$ cat src/rtl/alu_issue_queue.sv
// ALU issue queue: age-ordered collapsing buffer that captures operand wakeups
// and sends the oldest ready micro-op to the ALU, one request per cycle.
module alu_issue_queue #(
  parameter int DEPTH              = 4,
  parameter int XLEN               = 64,
  parameter int ROB_INDEX_WIDTH    = 6,
  parameter int PHY_REG_ADDR_WIDTH = 6,
  parameter int VIRTUAL_ADDR_LEN   = 39,
  parameter int CTRL_W             = 10
) (
  input  logic                          clk,
  input  logic                          rst,
  input  logic                          flush_i,
  input  logic                          enq_valid_i,
  output logic                          enq_ready_o,
  input  logic [CTRL_W-1:0]             enq_ctrl_i,
  input  logic [PHY_REG_ADDR_WIDTH-1:0] enq_prs1_i,
  input  logic [PHY_REG_ADDR_WIDTH-1:0] enq_prs2_i,
  input  logic                          enq_rdy1_i,
  input  logic                          enq_rdy2_i,
  input  logic [XLEN-1:0]               enq_opr1_i,
  input  logic [XLEN-1:0]               enq_opr2_i,
  input  logic [PHY_REG_ADDR_WIDTH-1:0] enq_prd_i,
  input  logic [ROB_INDEX_WIDTH-1:0]    enq_rob_index_i,
  input  logic [VIRTUAL_ADDR_LEN-1:0]   enq_pc_i,
  input  logic [VIRTUAL_ADDR_LEN-1:0]   enq_next_pc_i,
  input  logic                          wb0_valid_i,
  input  logic [PHY_REG_ADDR_WIDTH-1:0] wb0_prd_i,
  input  logic [XLEN-1:0]               wb0_data_i,
  input  logic                          wb1_valid_i,
  input  logic [PHY_REG_ADDR_WIDTH-1:0] wb1_prd_i,
  input  logic [XLEN-1:0]               wb1_data_i,
  output logic                          alu_req_valid_o,
  output logic [CTRL_W-1:0]             alu_ctrl_o,
  output logic [XLEN-1:0]               alu_opr1_o,
  output logic [XLEN-1:0]               alu_opr2_o,
  output logic [PHY_REG_ADDR_WIDTH-1:0] alu_prd_o,
  output logic [ROB_INDEX_WIDTH-1:0]    alu_rob_index_o,
  output logic [VIRTUAL_ADDR_LEN-1:0]   alu_pc_o,
  output logic [VIRTUAL_ADDR_LEN-1:0]   alu_next_pc_o,
  output logic [$clog2(DEPTH+1)-1:0]    count_o
);

  localparam int CNT_W = $clog2(DEPTH + 1);
  localparam int IDX_W = $clog2(DEPTH);

  typedef struct packed {
    logic                          valid;
    logic [CTRL_W-1:0]             ctrl;
    logic [PHY_REG_ADDR_WIDTH-1:0] prs1;
    logic [PHY_REG_ADDR_WIDTH-1:0] prs2;
    logic                          rdy1;
    logic                          rdy2;
    logic [XLEN-1:0]               opr1;
    logic [XLEN-1:0]               opr2;
    logic [PHY_REG_ADDR_WIDTH-1:0] prd;
    logic [ROB_INDEX_WIDTH-1:0]    rob;
    logic [VIRTUAL_ADDR_LEN-1:0]   pc;
    logic [VIRTUAL_ADDR_LEN-1:0]   npc;
  } entry_t;

  typedef struct packed {
    logic                          valid;
    logic [CTRL_W-1:0]             ctrl;
    logic [XLEN-1:0]               opr1;
    logic [XLEN-1:0]               opr2;
    logic [PHY_REG_ADDR_WIDTH-1:0] prd;
    logic [ROB_INDEX_WIDTH-1:0]    rob;
    logic [VIRTUAL_ADDR_LEN-1:0]   pc;
    logic [VIRTUAL_ADDR_LEN-1:0]   npc;
  } iss_t;

  // Capture a broadcast into any waiting source; wb0 takes precedence over wb1.
  function automatic entry_t wake(input entry_t e,
                                  input logic v0, input logic [PHY_REG_ADDR_WIDTH-1:0] p0,
                                  input logic [XLEN-1:0] d0,
                                  input logic v1, input logic [PHY_REG_ADDR_WIDTH-1:0] p1,
                                  input logic [XLEN-1:0] d1);
    entry_t r;
    r = e;
    if (r.valid && !r.rdy1) begin
      if (v0 && (p0 == r.prs1)) begin
        r.rdy1 = 1'b1;
        r.opr1 = d0;
      end else if (v1 && (p1 == r.prs1)) begin
        r.rdy1 = 1'b1;
        r.opr1 = d1;
      end
    end
    if (r.valid && !r.rdy2) begin
      if (v0 && (p0 == r.prs2)) begin
        r.rdy2 = 1'b1;
        r.opr2 = d0;
      end else if (v1 && (p1 == r.prs2)) begin
        r.rdy2 = 1'b1;
        r.opr2 = d1;
      end
    end
    return r;
  endfunction

  entry_t           r_q [DEPTH];
  iss_t             r_iss;
  logic [CNT_W-1:0] r_count;

  entry_t           w_woke [DEPTH+1];
  entry_t           w_next [DEPTH];
  entry_t           w_enq_raw;
  entry_t           w_enq_entry;
  entry_t           w_sel_entry;
  logic             w_sel_found;
  logic [IDX_W-1:0] w_sel_idx;
  logic             w_enq_ready;
  logic             w_enq_fire;
  logic [CNT_W-1:0] w_enq_slot;
  logic [CNT_W-1:0] w_count_next;

  assign w_enq_ready = (r_count < CNT_W'(DEPTH));
  assign w_enq_fire  = enq_valid_i & w_enq_ready;

  always_comb begin
    w_enq_raw       = '0;
    w_enq_raw.valid = 1'b1;
    w_enq_raw.ctrl  = enq_ctrl_i;
    w_enq_raw.prs1  = enq_prs1_i;
    w_enq_raw.prs2  = enq_prs2_i;
    w_enq_raw.rdy1  = enq_rdy1_i;
    w_enq_raw.rdy2  = enq_rdy2_i;
    w_enq_raw.opr1  = enq_opr1_i;
    w_enq_raw.opr2  = enq_opr2_i;
    w_enq_raw.prd   = enq_prd_i;
    w_enq_raw.rob   = enq_rob_index_i;
    w_enq_raw.pc    = enq_pc_i;
    w_enq_raw.npc   = enq_next_pc_i;
    w_enq_entry     = wake(w_enq_raw, wb0_valid_i, wb0_prd_i, wb0_data_i,
                           wb1_valid_i, wb1_prd_i, wb1_data_i);
  end

  // Oldest-ready select uses only registered ready bits.
  always_comb begin
    w_sel_found = 1'b0;
    w_sel_idx   = '0;
    w_sel_entry = '0;
    for (int i = 0; i < DEPTH; i++) begin
      if (!w_sel_found && r_q[i].valid && r_q[i].rdy1 && r_q[i].rdy2) begin
        w_sel_found = 1'b1;
        w_sel_idx   = IDX_W'(i);
        w_sel_entry = r_q[i];
      end
    end
  end

  // Collapse above the issued slot, then append the new op after the last valid entry.
  always_comb begin
    w_woke[DEPTH] = '0;
    for (int i = 0; i < DEPTH; i++) begin
      w_woke[i] = wake(r_q[i], wb0_valid_i, wb0_prd_i, wb0_data_i,
                       wb1_valid_i, wb1_prd_i, wb1_data_i);
    end
    w_enq_slot = r_count - CNT_W'(w_sel_found);
    for (int i = 0; i < DEPTH; i++) begin
      if (w_sel_found && (IDX_W'(i) >= w_sel_idx)) begin
        w_next[i] = w_woke[i+1];
      end else begin
        w_next[i] = w_woke[i];
      end
      if (w_enq_fire && (CNT_W'(i) == w_enq_slot)) begin
        w_next[i] = w_enq_entry;
      end
    end
    w_count_next = r_count + CNT_W'(w_enq_fire) - CNT_W'(w_sel_found);
  end

  always_ff @(posedge clk) begin
    if (rst) begin
      for (int i = 0; i < DEPTH; i++) r_q[i] <= '0;
      r_iss   <= '0;
      r_count <= '0;
    end else if (flush_i) begin
      for (int i = 0; i < DEPTH; i++) r_q[i] <= '0;
      r_iss.valid <= 1'b0;
      r_count     <= '0;
    end else begin
      for (int i = 0; i < DEPTH; i++) r_q[i] <= w_next[i];
      r_count     <= w_count_next;
      r_iss.valid <= w_sel_found;
      if (w_sel_found) begin
        r_iss.ctrl <= w_sel_entry.ctrl;
        r_iss.opr1 <= w_sel_entry.opr1;
        r_iss.opr2 <= w_sel_entry.opr2;
        r_iss.prd  <= w_sel_entry.prd;
        r_iss.rob  <= w_sel_entry.rob;
        r_iss.pc   <= w_sel_entry.pc;
        r_iss.npc  <= w_sel_entry.npc;
      end
    end
  end

  assign enq_ready_o     = w_enq_ready;
  assign count_o         = r_count;
  assign alu_req_valid_o = r_iss.valid & ~flush_i;
  assign alu_ctrl_o      = r_iss.ctrl;
  assign alu_opr1_o      = r_iss.opr1;
  assign alu_opr2_o      = r_iss.opr2;
  assign alu_prd_o       = r_iss.prd;
  assign alu_rob_index_o = r_iss.rob;
  assign alu_pc_o        = r_iss.pc;
  assign alu_next_pc_o   = r_iss.npc;

endmodule

$ cat config.mk
export PLATFORM = sky130hd
export DESIGN_NAME = alu_issue_queue
export DESIGN_NICKNAME = d
export VERILOG_FILES = /design/src/rtl/alu_issue_queue.sv
export SDC_FILE = /design/constraint.sdc
export NUM_CORES = 2
export LEC_CHECK = 0
export CELL_PAD_IN_SITES_DETAIL_PLACEMENT = 1
export CELL_PAD_IN_SITES_GLOBAL_PLACEMENT = 1
export CORE_ASPECT_RATIO = 1.2
export CORE_UTILIZATION = 50
export DETAILED_ROUTE_END_ITERATION = 16
export DONT_BUFFER_PORTS = 1
export GPL_TIMING_DRIVEN = 0
export PLACE_DENSITY_LB_ADDON = 0.1
export SYNTH_ARGS = -nofsm -noshare
export SYNTH_HDL_FRONTEND = slang
export SYNTH_SLANG_ARGS = --single-unit
$ cat constraint.sdc
create_clock -name clk -period 10.1 [get_ports clk]
set_input_delay 2.525 -clock clk [delete_from_list [all_inputs] [get_ports clk]]
set_output_delay 2.525 -clock clk [all_outputs]
set_load 0.005 [all_outputs]
==> qor.csv <==
stage,metric,value,unit
global_routing,antenna_found_initial,65,
critical_path,worstPathMaxFanout,10,
placed_design,dp_hpwl,246000,um
synthesis,synth_top_family_by_area,compound AO/OA/AOI/OAI gates,
critical_path,r2r-end,r_q[1][147],
critical_path,cp.arrival,8340,ps
floorplan,die_w,339,um
final_layout,finalNetCount,8078,
synthesis,synth_mux_area_share,3.77,%
clock_network,clk_pin_slew,60,ps
placed_design,place_area,71600,um^2
synthesis,synthAdderAreaFrac,0.103,%
route,wl_per_cell,36.3,um
min_path,hp-class,flop to flop,
clock_network,postCtsHoldBufs,0,
clock_network,clockBufferDepth,3,
synthesis,synthFlopType,edfxtp_1,
timing,rsz0062_at_grt,no,
route,vias,70700,
route,wl,350000,um
timing,relSlewSlack,-12.6,%
synthesis,synth_cell_types,60,
synthesis,syn_area,68000,um^2
floorplan,rows,147,
synthesis,ys_top_cells_by_area,"edfxtp_1 32%, dfxtp_1 14%, o22a_1 5.2%",
route,detail_route.first_pass.iterations,13,
synthesis,synth_most_common_cell,nand2_1,
timing,worst_slew_pin_slew,1690,ps
critical_path,r2r-start,r_q[1][242],
synthesis,syn_area_per_cell,9.35,um^2
placed_design,port_buffers,0,
placed_design,pre_cts_ws,2680,ps
route,drt_iter0_markers,10900,
route,ant_nets,0,
clock_network,h-tree-depth,4,
timing,slew_viol_final,88,
clock_network,postCtsSetupBuffers,0,
power,power.density,158,nW/um^2
clock_network,worstSkewPairLatency,810,ps
critical_path,critPathMaxStageDelay,1240,ps
synthesis,synth.top_cell.area_share,32.2,%
placed_design,finalWeightedCongestion,1.04,
floorplan,die_area,137000,um^2
global_routing,first_global_vias,70500,
clock_network,clock-root-buffer,clkbuf_16,
synthesis,ys_ff_latch,1204,
min_path,min_to,alu_rob_index_o[3],
global_routing,grt_max_degree,80,
clock_network,cts_sinks,1204,
timing,post-route-min-period,7840,ps
critical_path,setup.worst_path.start_class,flop,
synthesis,synth-simple-area-share,12.2,%
timing,skew,29.0,ps
critical_path,path_cells,nand3_1 -> and3_1 -> clkbuf_1 -> clkbuf_1 -> clkbuf_1 -> nand2_1 -> ha_1 -> ha_1 -> and2_1 -> buf_2 -> nand2_1 -> clkbuf_1 -> clkbuf_1 -> clkbuf_1 -> o221ai_1,
synthesis,ys_seq_area_share,46.2,%
synthesis,synth_area_leader_cell,edfxtp_1,
critical_path,cp-end-kind,flop,
timing,fin_crit_sh,77.7,%
critical_path,worst-path-buf-inv,7,
clock_network,numCtsBuffers,136,
clock_network,post_cts_resize_count,0,
critical_path,path_common_cell,clkbuf_1,
floorplan,fp.dieH,406,um
critical_path,required,10600,ps
job,cap_violations,11,
status,violations,"max-capacitance violations, max-slew violations",
floorplan,ios,621,
timing,setup_viol,0,
synthesis,synthArstFlopShare,0,%
global_routing,grt-ovfl-total,0,
final_layout,final_area,76200,um^2
power,total_leakage_power,0.0238,uW
route,drcViolationCount,0,
final_layout,n_fill_cell,15400,
synthesis,synth_compound_gate_area_share,27.7,%
critical_path,rrSetupSlack,2260,ps
critical_path,criticalPathCategory,flop to flop,
route,drt-vias-per-instance,7.33,
synthesis,synth_xor_area_share,1.57,%
final_layout,drive_above_1_share,8.43,%
synthesis,synth_common_cells,"758 x nand2_1, 729 x edfxtp_1, 723 x clkbuf_1",
floorplan,initial_core_util,50.6,%
timing,finalHoldViolations,0,
timing,fmax,0.127,GHz
critical_path,rr_worst_depth,15,
critical_path,crit_slowest_cell,clkbuf_1,
synthesis,synth-edff-count,729,
floorplan,core,134000,um^2
min_path,hold_depth,2,
timing,fin_hold_ws,498,ps
clock_network,cts_tree,done,
global_routing,grt_usage,49.2,%
final_layout,syn2layout_area_growth,12.0,%
status,outcome,finished with violations,
min_path,worstHoldStart,alu_rob_index_o[3],
synthesis,synth_cells,7270,
timing,finalWorstSetupSlack,2260,ps
critical_path,critical-path-top-delay-family,buffers and inverters,
synthesis,ys_warn_count,0,
power,ir_worst_vdd,0.159,mV
global_routing,grt_pass1_wl,495000,um
## cell usage in the layout, fill, tap and decap left out, types with 17 or more instances in the layout
| master | netlist | layout |
|---|---|---|
| a31oi_1 | 198 | 198 |
| o22ai_1 | 540 | 540 |
| nand2_1 | 758 | 758 |
| nand3_1 | 238 | 238 |
| buf_4 | 249 | 249 |
| a222oi_1 | 228 | 228 |
| nor3_1 | 205 | 204 |
| nor2_1 | 524 | 524 |
| o21ai_0 | 182 | 180 |
| xnor2_1 | 80 | 80 |
| a211o_1 | 17 | 17 |
| buf_1 | 57 | 57 |
| mux2i_1 | 256 | 256 |
| and2_1 | 122 | 122 |
| o21ai_1 | 18 | 18 |
| edfxtp_1 | 729 | 729 |
| conb_1 | 1 | 260 |
| a311oi_1 | 340 | 340 |
| clkbuf_16 | 0 | 139 |
| o22ai_2 | 34 | 34 |
| dfxtp_1 | 475 | 475 |
| clkbuf_8 | 0 | 17 |
| nand4_1 | 17 | 17 |
| clkbuf_1 | 723 | 754 |
| a221o_1 | 64 | 64 |
| xor2_1 | 42 | 42 |
| o22a_1 | 407 | 407 |
| a21oi_1 | 367 | 367 |
| diode_2 | 0 | 56 |
| o221ai_1 | 64 | 64 |
| buf_2 | 103 | 103 |
| o2bb2ai_1 | 57 | 57 |
| inv_1 | 74 | 73 |
| clkinv_2 | 0 | 18 |
## layer usage
metal / wire [um] / share of wire [%] / up-vias / GRT usage (%)
met4: 34200 / 9.8 / 40 / 42.3
li1: - / - / 28600 / -
met5: 257 / 0.073 / - / 1.09
met3: 45900 / 13 / 1704 / 17.3
met2: 152000 / 43 / 5563 / 74.5
met1: 118000 / 34 / 34900 / 55.5
## through the flow
stage	util, %	TNS, ps	cells	power, uW
2_1_floorplan	-	0	7529	6450
3_3_place_gp	53.0	-1090360	9317	6930
3_5_place_dp	53.3	0	9333	6960
4_1_cts	56.5	0	9584	11900
5_1_grt	56.6	0	9606	12200
6_report	56.6	0	9642	12000
## cell families after synthesis
logic type	Yosys count
AOI/OAI and AO/OA	2547
xor gates and xnor gates	122
adders and majority gates	5
buffers and inverters	1221
DFF	1204
muxes	256
other	1
and+or+nand+nor	1914
## worst max path at each step
stage                  from     endpoint  slack, ps  depth (start not counted)
2_1_floorplan  wb0_prd_i[5]  r_q[0][154]       1190                          7
3_3_place_gp    wb0_valid_i  r_q[0][182]      -5570                          7
3_5_place_dp    r_q[1][242]  r_q[1][149]       2680                         15
4_1_cts         r_q[1][242]  r_q[1][212]       2780                         20
6_report        r_q[1][242]  r_q[1][147]       2260                         15
5_1_grt         r_q[0][219]  r_q[1][212]       2400                         20
## where the power goes
| part | total, uW | switching [uW] | leakage, uW | internal [uW] |
|---|---|---|---|---|
| combinational | 1300 | 952 | 0.00985 | 353 |
| sequential | 5640 | 153 | 0.0118 | 5490 |
| clock | 5100 | 2280 | 0.00214 | 2820 |
| total | 12000 | 3390 | 0.0238 | 8660 |
## layout make-up
cell class                      instances  area (um^2)  area share (%)
Timing Repair Buffer                   18          349           0.458
Inverter                               74          283           0.371
Clock inverter                         47          500           0.657
Buffer                               1147         5510            7.23
Multi-Input combinational cell       5104        31900            41.8
Sequential cell                      1204        31400            41.2
Antenna cell                           56          140           0.184
Tap cell                             1788         2240            2.94
Clock buffer                          204         3890            5.11
## state kept, by name, summed over array words and instances, names as in the netlist
signal           cells
alu_ctrl_o          10
alu_next_pc_o       39
alu_opr1_o          64
alu_opr2_o          64
alu_pc_o            39
alu_prd_o            6
alu_rob_index_o      6
count_o              3
r_iss                1
r_q                972
## worst register-to-register path, delay by kind of cell (launching register included)
kind                       cells  cell delay, ps
buffers and inverters          7            5010
AOI/OAI and AO/OA              1             290
DFF                            1             560
adders and majority gates      2             570
and+or+nand+nor                5            1120
(Power assumes the default switching activity.)
